==> src/rtl/mem_arbiter.sv <==
// Shares one variable-latency memory between the fetch and data ports. Data has priority, and a
// fetch starvation guard applies. Transactions that hang are aborted and reported as errors.
module mem_arbiter #(
  parameter int unsigned ADDR_W       = 32,
  parameter int unsigned DATA_W       = 32,
  parameter int unsigned STARVE_LIMIT = 4,
  parameter int unsigned TIMEOUT_CYC  = 15
) (
  input  logic                clk,
  input  logic                reset,
  // Instruction fetch port
  input  logic                if_req,
  input  logic [ADDR_W-1:0]   if_addr,
  output logic                if_ack,
  output logic [DATA_W-1:0]   if_rdata,
  output logic                if_err,
  // Data access port
  input  logic                d_req,
  input  logic                d_we,
  input  logic [ADDR_W-1:0]   d_addr,
  input  logic [DATA_W-1:0]   d_wdata,
  input  logic [DATA_W/8-1:0] d_be,
  output logic                d_ack,
  output logic [DATA_W-1:0]   d_rdata,
  output logic                d_err,
  // Memory port
  output logic                mem_req,
  output logic                mem_we,
  output logic [ADDR_W-1:0]   mem_addr,
  output logic [DATA_W-1:0]   mem_wdata,
  output logic [DATA_W/8-1:0] mem_be,
  input  logic                mem_ack,
  input  logic [DATA_W-1:0]   mem_rdata,
  // Status
  output logic                busy,
  output logic                grant_d
);

  localparam int unsigned BeW = DATA_W / 8;
  localparam int unsigned SW  = $clog2(STARVE_LIMIT + 1);
  localparam int unsigned TW  = $clog2(TIMEOUT_CYC + 1);
  localparam logic [SW-1:0] StreakMax = SW'(STARVE_LIMIT);
  localparam logic [TW-1:0] TmoLast   = TW'(TIMEOUT_CYC - 1);

  typedef enum logic [1:0] {StIdle, StBusy, StResp} state_e;

  state_e              state_q;
  logic [SW-1:0]       streak_q;
  logic [TW-1:0]       tmo_q;
  logic                mem_req_q, mem_we_q;
  logic [ADDR_W-1:0]   mem_addr_q;
  logic [DATA_W-1:0]   mem_wdata_q;
  logic [BeW-1:0]      mem_be_q;
  logic                if_ack_q, d_ack_q, if_err_q, d_err_q;
  logic [DATA_W-1:0]   if_rdata_q, d_rdata_q;
  logic                busy_q, grant_d_q;

  logic                pick_d;
  logic                tmo_hit;
  logic [DATA_W-1:0]   resp_rdata;

  // Data wins a tie unless fetch has already lost STARVE_LIMIT times in a row.
  assign pick_d     = d_req && (!if_req || (streak_q != StreakMax));
  assign tmo_hit    = (tmo_q == TmoLast);
  assign resp_rdata = (mem_ack && !mem_we_q) ? mem_rdata : '0;

  always_ff @(posedge clk or posedge reset) begin
    if (reset) begin
      state_q     <= StIdle;
      streak_q    <= '0;
      tmo_q       <= '0;
      mem_req_q   <= 1'b0;
      mem_we_q    <= 1'b0;
      mem_addr_q  <= '0;
      mem_wdata_q <= '0;
      mem_be_q    <= '0;
      if_ack_q    <= 1'b0;
      d_ack_q     <= 1'b0;
      if_err_q    <= 1'b0;
      d_err_q     <= 1'b0;
      if_rdata_q  <= '0;
      d_rdata_q   <= '0;
      busy_q      <= 1'b0;
      grant_d_q   <= 1'b0;
    end else begin
      unique case (state_q)
        StIdle: begin
          if (if_req || d_req) begin
            state_q   <= StBusy;
            mem_req_q <= 1'b1;
            busy_q    <= 1'b1;
            tmo_q     <= '0;
            grant_d_q <= pick_d;
            if (pick_d) begin
              mem_we_q    <= d_we;
              mem_addr_q  <= d_addr;
              mem_wdata_q <= d_wdata;
              mem_be_q    <= d_be;
              if (!if_req) begin
                streak_q <= '0;
              end else if (streak_q != StreakMax) begin
                streak_q <= streak_q + SW'(1);
              end
            end else begin
              mem_we_q    <= 1'b0;
              mem_addr_q  <= if_addr;
              mem_wdata_q <= '0;
              mem_be_q    <= '0;
              streak_q    <= '0;
            end
          end
        end
        StBusy: begin
          if (mem_ack || tmo_hit) begin
            state_q   <= StResp;
            mem_req_q <= 1'b0;
            if (grant_d_q) begin
              d_ack_q   <= 1'b1;
              d_rdata_q <= resp_rdata;
              d_err_q   <= !mem_ack;
            end else begin
              if_ack_q   <= 1'b1;
              if_rdata_q <= resp_rdata;
              if_err_q   <= !mem_ack;
            end
          end else begin
            tmo_q <= tmo_q + TW'(1);
          end
        end
        StResp: begin
          state_q    <= StIdle;
          busy_q     <= 1'b0;
          if_ack_q   <= 1'b0;
          d_ack_q    <= 1'b0;
          if_err_q   <= 1'b0;
          d_err_q    <= 1'b0;
          if_rdata_q <= '0;
          d_rdata_q  <= '0;
        end
        default: state_q <= StIdle;
      endcase
    end
  end

  assign if_ack    = if_ack_q;
  assign if_rdata  = if_rdata_q;
  assign if_err    = if_err_q;
  assign d_ack     = d_ack_q;
  assign d_rdata   = d_rdata_q;
  assign d_err     = d_err_q;
  assign mem_req   = mem_req_q;
  assign mem_we    = mem_we_q;
  assign mem_addr  = mem_addr_q;
  assign mem_wdata = mem_wdata_q;
  assign mem_be    = mem_be_q;
  assign busy      = busy_q;
  assign grant_d   = grant_d_q;

endmodule

==> config.mk <==
export PLATFORM = sky130hd
export DESIGN_NAME = mem_arbiter
export DESIGN_NICKNAME = d
export VERILOG_FILES = /design/src/rtl/mem_arbiter.sv
export SDC_FILE = /design/constraint.sdc
export NUM_CORES = 1
export LEC_CHECK = 0
export ABC_AREA = 1
export CAP_MARGIN = 10
export CORE_AREA = 2 2 108 110
export CTS_BUF_LIST = sky130_fd_sc_hd__clkbuf_4
export DETAILED_ROUTE_END_ITERATION = 10
export DIE_AREA = 0 0 110 112
export DONT_BUFFER_PORTS = 1
export PLACE_DENSITY = 0.75
export SLEW_MARGIN = 10
export SYNTH_ARGS = -nofsm -noshare
export SYNTH_HDL_FRONTEND = slang
export SYNTH_SLANG_ARGS = --single-unit
==> constraint.sdc <==
create_clock -name clk -period 14.6 [get_ports clk]
set_input_delay 2.92 -clock clk [delete_from_list [all_inputs] [get_ports clk]]
set_output_delay 2.92 -clock clk [all_outputs]
set_load 0.02 [all_outputs]
# After elaboration in Yosys (flattened, before gate mapping)
# Index checks and enable logic that the tools add are counted.
totals:
  word_cells: 84
  input_bits: 138
  output_inout_bits: 140
  ff_bits: 149
op_classes:
  reduce_logical: 20
  n_eq_ne: 10
  n_addsub: 2
  muxes: 36
op_table:
  columns: ["cell", "n"]
  rows:
  - ["$mux 32", 7]
  - ["$pmux 32 s2", 2]
  - ["$reduce_and 3->1", 5]
  - ["$mux 4", 3]
  - ["$pmux 1 s2", 6]
  - ["$mux 1", 11]
  - ["$ne 2x2->1 const B", 5]
  - ["$mux 3", 3]
  - ["$pmux 4 s2", 1]
  - ["$reduce_and 2->1", 3]
  - ["$reduce_bool 2->1", 3]
  - ["$add 4x1->4 const B", 1]
  - ["$eq 4x4->1 const B", 1]
  - ["$mux 2", 2]
  - ["$pmux 2 s2", 1]
  - ["$add 3x1->3 const B", 1]
  - ["$logic_not 1->1", 3]
  - ["$logic_or 1x1->1", 3]
  - ["$ne 3x2->1 const B", 1]
  - ["$ne 3x3->1 const B", 1]
  - ["$eq 2x1->1 const B", 1]
  - ["$eq 2x2->1 const B", 1]
  - ["$logic_and 1x1->1", 2]
  - ["$logic_not 2->1", 1]

# Longest topological paths before layout
depth:
  depth_word: 6
  ltp_mapped: 9
  ltp_nobuf: 8

# Worst setup path before layout
# Ideal clock, no wire load.
synth_path:
  path_kind: "input to register"
  start: "in if_req"
  end: "reg busy_q (netlist: busy)"
  required_ns: 14.470
  arrival_time_ns: 3.660
  setup_ns: 0.130
  path_slack_ns: 10.810
  path_buffers: 2
  path_stages: 6
  cell_sequence: "nor2_1 nor2_4 inv_4 buf_6 buf_2 o21ai_0"
synth_via:
  elab_chain_cells: 3
synth_rtl:
  columns: ["element", "line", "rtl"]
  rows:
  - ["from (decl)", "12", "input logic if_req,"]
  - ["$logic_or 1x1->1", "88", "if (if_req || d_req) begin"]
  - ["$ne 2x2->1 (no source line)", null, null]
  - ["$reduce_and 2->1 (no source line)", null, null]
  - ["to (signal assigned)", "83", "busy_q <= 1'b0;"]
  - ["to (signal assigned)", "91", "busy_q <= 1'b1;"]
  - ["to (signal assigned)", "132", "busy_q <= 1'b0;"]
  - ["to (decl)", "56", "logic busy_q, grant_d_q;"]
# Every way passes these cells.
# A chain may end at the register's enable or synchronous reset.

# Worst setup path after layout
layout_path:
  start: "in if_req"
  end: "reg mem_wdata_q[29] (netlist: mem_wdata[29])"
layout_via:
  elab_chain_cells: 4
  elab_cells_between_ends: 6
  cone_classes: "mux (1); reduce/logical (5)"
layout_rtl:
  columns: ["element", "line", "rtl"]
  rows:
  - ["$logic_not 1->1", null, null]
  - ["$logic_or 1x1->1", "63", "assign pick_d = d_req && (!if_req || (streak_q != StreakMax));"]
  - ["$logic_and 1x1->1", "63", null]
  - ["$mux 32", "94", "if (pick_d) begin"]
  - ["to (signal assigned)", "97", "mem_wdata_q <= d_wdata;"]
  - ["to (decl)", "52", "logic [DATA_W-1:0] mem_wdata_q;"]
# Parallel ways exist; a longest one is shown, timed or not.

==> flow_summary.json <==
{
  "hold_viol_final": 0,
  "htree_levels": 4,
  "num-fill-cells": 1002,
  "fmax_mhz": 223,
  "ys_ff_latch": 149,
  "finalWorstSetupSlack_ns": 10.12,
  "drt_iter0_drc": 488,
  "area_growth_pct": 2.70,
  "postRouteAntennaNets": 0,
  "ctsHoldBuffers": 0,
  "worstPathArrival_ns": 4.94,
  "die_h_um": 112,
  "rsz0062_at_grt": "false",
  "post_cts_buffers": 0,
  "cts.clk_slew.worst_paths_ns": 0.13,
  "worst_skew_pair.late_latency_ns": 0.53,
  "die-area_sq_um": 12300,
  "cts_tree": "built",
  "grt_pass1_wl_um": 25100,
  "vdd_drop_max_mv": 0.130,
  "grt_pass1_vias": 4957,
  "drive_above_1_share_pct": 6.42,
  "via_count": 5249,
  "power.density_nw_per_um2": 230,
  "synthCells": 833,
  "worst-path-max-fanout": 80,
  "worst_hold_path_type": "reg2reg",
  "place.gp.congestion": 0.899,
  "syn_area_sq_um": 6640,
  "grt_usage_pct": 26.3,
  "yosysSeqAreaShare_pct": 56.2,
  "coreArea_sq_um": 11200,
  "rows": 39,
  "cts_resized": 0,
  "synth_edf_count": 0,
  "synth_top_area_cell": "dfrtp_1",
  "max_slew_margin_pct": 42.0,
  "leakagePower_nw": 3.83,
  "skew_ns": 0.0275,
  "initial_utilization_pct": 59.4,
  "endpoint_kind": "flop",
  "ys_types": 24,
  "crit_type": "in2reg",
  "drv_slew": 0,
  "first_pass_iters": 5,
  "cts-root-buf": "clkbuf_4",
  "finalCriticalPeriod_ns": 4.48,
  "hpwlAfterDp_um": 11100,
  "cts_made_buffers": 17,
  "finalCritPeriodShare_pct": 30.7,
  "wire_per_inst_um": 16.6,
  "preCtsSetupSlack_ns": 9.57,
  "setup-tns-final_ns": 0,
  "finalNetCount": 954,
  "port_buffers": 0,
  "vias_per_cell": 5.42,
  "numClockSinks": 149,
  "synth.avg_cell_area_sq_um": 7.97,
  "ys_top_cells_by_area": "dfrtp_1, nand2_1, nor2_1",
  "ys.flop_type": "dfrtp_1",
  "power_mw": 1.57,
  "synth_top_area_share_pct": 56.2,
  "required_ns": 15.06,
  "antenna_found_initial": 1,
  "fp.dieW_um": 110,
  "ys_async_sr_fraction_pct": 100,
  "final_cell_mix": "nand2_1, dfrtp_1, nor2_1, inv_1, nand3_1",
  "globalRoute.totalOverflow": 0,
  "grt_max_degree": 83,
  "wl_um": 16100,
  "clockBufferDepth": 2,
  "worst_pin_slew_ns": 0.869,
  "pin_count": 278,
  "final_common_cell": "nand2_1",
  "synth_warnings": 0,
  "setup_viol": 0,
  "syn-num-nets": 975,
  "max-cap-violations": 0,
  "startpoint_type": "input port",
  "drc": 0,
  "status": "finished, final reports clean"
}
==> cell usage after synthesis, types with 2 or more instances <==
cell type  count
buf_2         24
buf_6          5
inv_2          4
buf_4          9
nand4_1        2
ha_1           4
o21ai_0       27
nand3_2        2
nand2_2        4
o21ai_1       11
nor2_1        70
dfrtp_1      149
nand2_1      426
inv_1         42
buf_1          3
nand3_1       40
nor2_4         4
==> worst max-delay path, cell delays in order <==
cell and delay (ns):
nor2_1 0.04, nor2_4 0.66, inv_4 0.52, nor2_8 0.54, nand2_1 0.11, nand2_1 0.11
==> layer usage <==
| metal | share of wire, % | vias to the layer above | GRT usage, % |
|---|---|---|---|
| met4 | 1.9 | 0 | 9.11 |
| met3 | 9.6 | 25 | 9.54 |
| met5 | 0 | - | 0 |
| li1 | - | 2491 | - |
| met1 | 38 | 2487 | 31.7 |
| met2 | 50 | 246 | 43.1 |
==> stage by stage <==
| step | hold WS [ns] | area, sq um | util, % | std cells |
|---|---|---|---|---|
| after floorplan | 0.478 | 6640 | - | 833 |
| after global placement | 0.499 | 6580 | 58.9 | 936 |
| after detailed placement | 0.526 | 6580 | 58.9 | 936 |
| after CTS | 0.556 | 6810 | 60.9 | 968 |
| after global routing | 0.586 | 6810 | 61.0 | 969 |
| final | 0.553 | 6810 | 61.0 | 969 |
==> power breakdown <==
part / switching, mW / internal, mW / total, mW / leakage, nW
sequential: 0.381 / 0.595 / 0.977 / 1.95
clock: 0.146 / 0.0696 / 0.216 / 0.114
combinational: 0.259 / 0.115 / 0.374 / 1.76
total: 0.787 / 0.779 / 1.57 / 3.83
==> final cells by class <==
class | count | area, sq um | share of cell area, %
Sequential cell | 149 | 3730 | 54.7
Multi-Input combinational cell | 595 | 2480 | 36.3
Inverter | 47 | 184 | 2.70
Tap cell | 143 | 179 | 2.63
Clock buffer | 19 | 143 | 2.09
Clock inverter | 13 | 86.3 | 1.27
Timing Repair Buffer | 2 | 15.0 | 0.220
Antenna cell | 1 | 2.50 | 0.0367
==> logic make-up (layout without fill, tap and decap cells) <==
group | after synthesis | after routing | synth area share [%]
adders and majority gates | 4 | 4 | 0.754
other | 0 | 1 | 0
DFF | 149 | 149 | 56.2
buffers and inverters | 89 | 81 | 6.60
and+or+nand+nor | 550 | 550 | 33.2
AOI/OAI and AO/OA | 39 | 39 | 3.00
xor gates and xnor gates | 2 | 2 | 0.264
==> worst paths after layout <==
check,end,cells past startpoint,slack [ns],startpoint
setup / recovery,mem_wdata[29]$_DFFE_PP0P_,6,10.12,if_req
hold / removal,streak_q[2]$_DFFE_PP0P_,2,0.55,streak_q[2]$_DFFE_PP0P_
setup reg to reg,mem_wdata[29]$_DFFE_PP0P_,7,11.95,state_q[1]$_DFFE_PP0P_
hold reg to reg,streak_q[2]$_DFFE_PP0P_,2,0.55,streak_q[2]$_DFFE_PP0P_
max in group asynchronous,mem_be[2]$_DFFE_PP0P_,2,10.89,reset
min in group asynchronous,mem_wdata[28]$_DFFE_PP0P_,1,2.37,reset
==> state kept, by name, summed over array words and instances, names as in the netlist, 2 cells and up <==
name	cells
d_rdata	32
if_rdata	32
mem_addr	32
mem_be	4
mem_wdata	32
state_q	2
streak_q	3
tmo_q	4
Power figures use the tool's default switching activity.
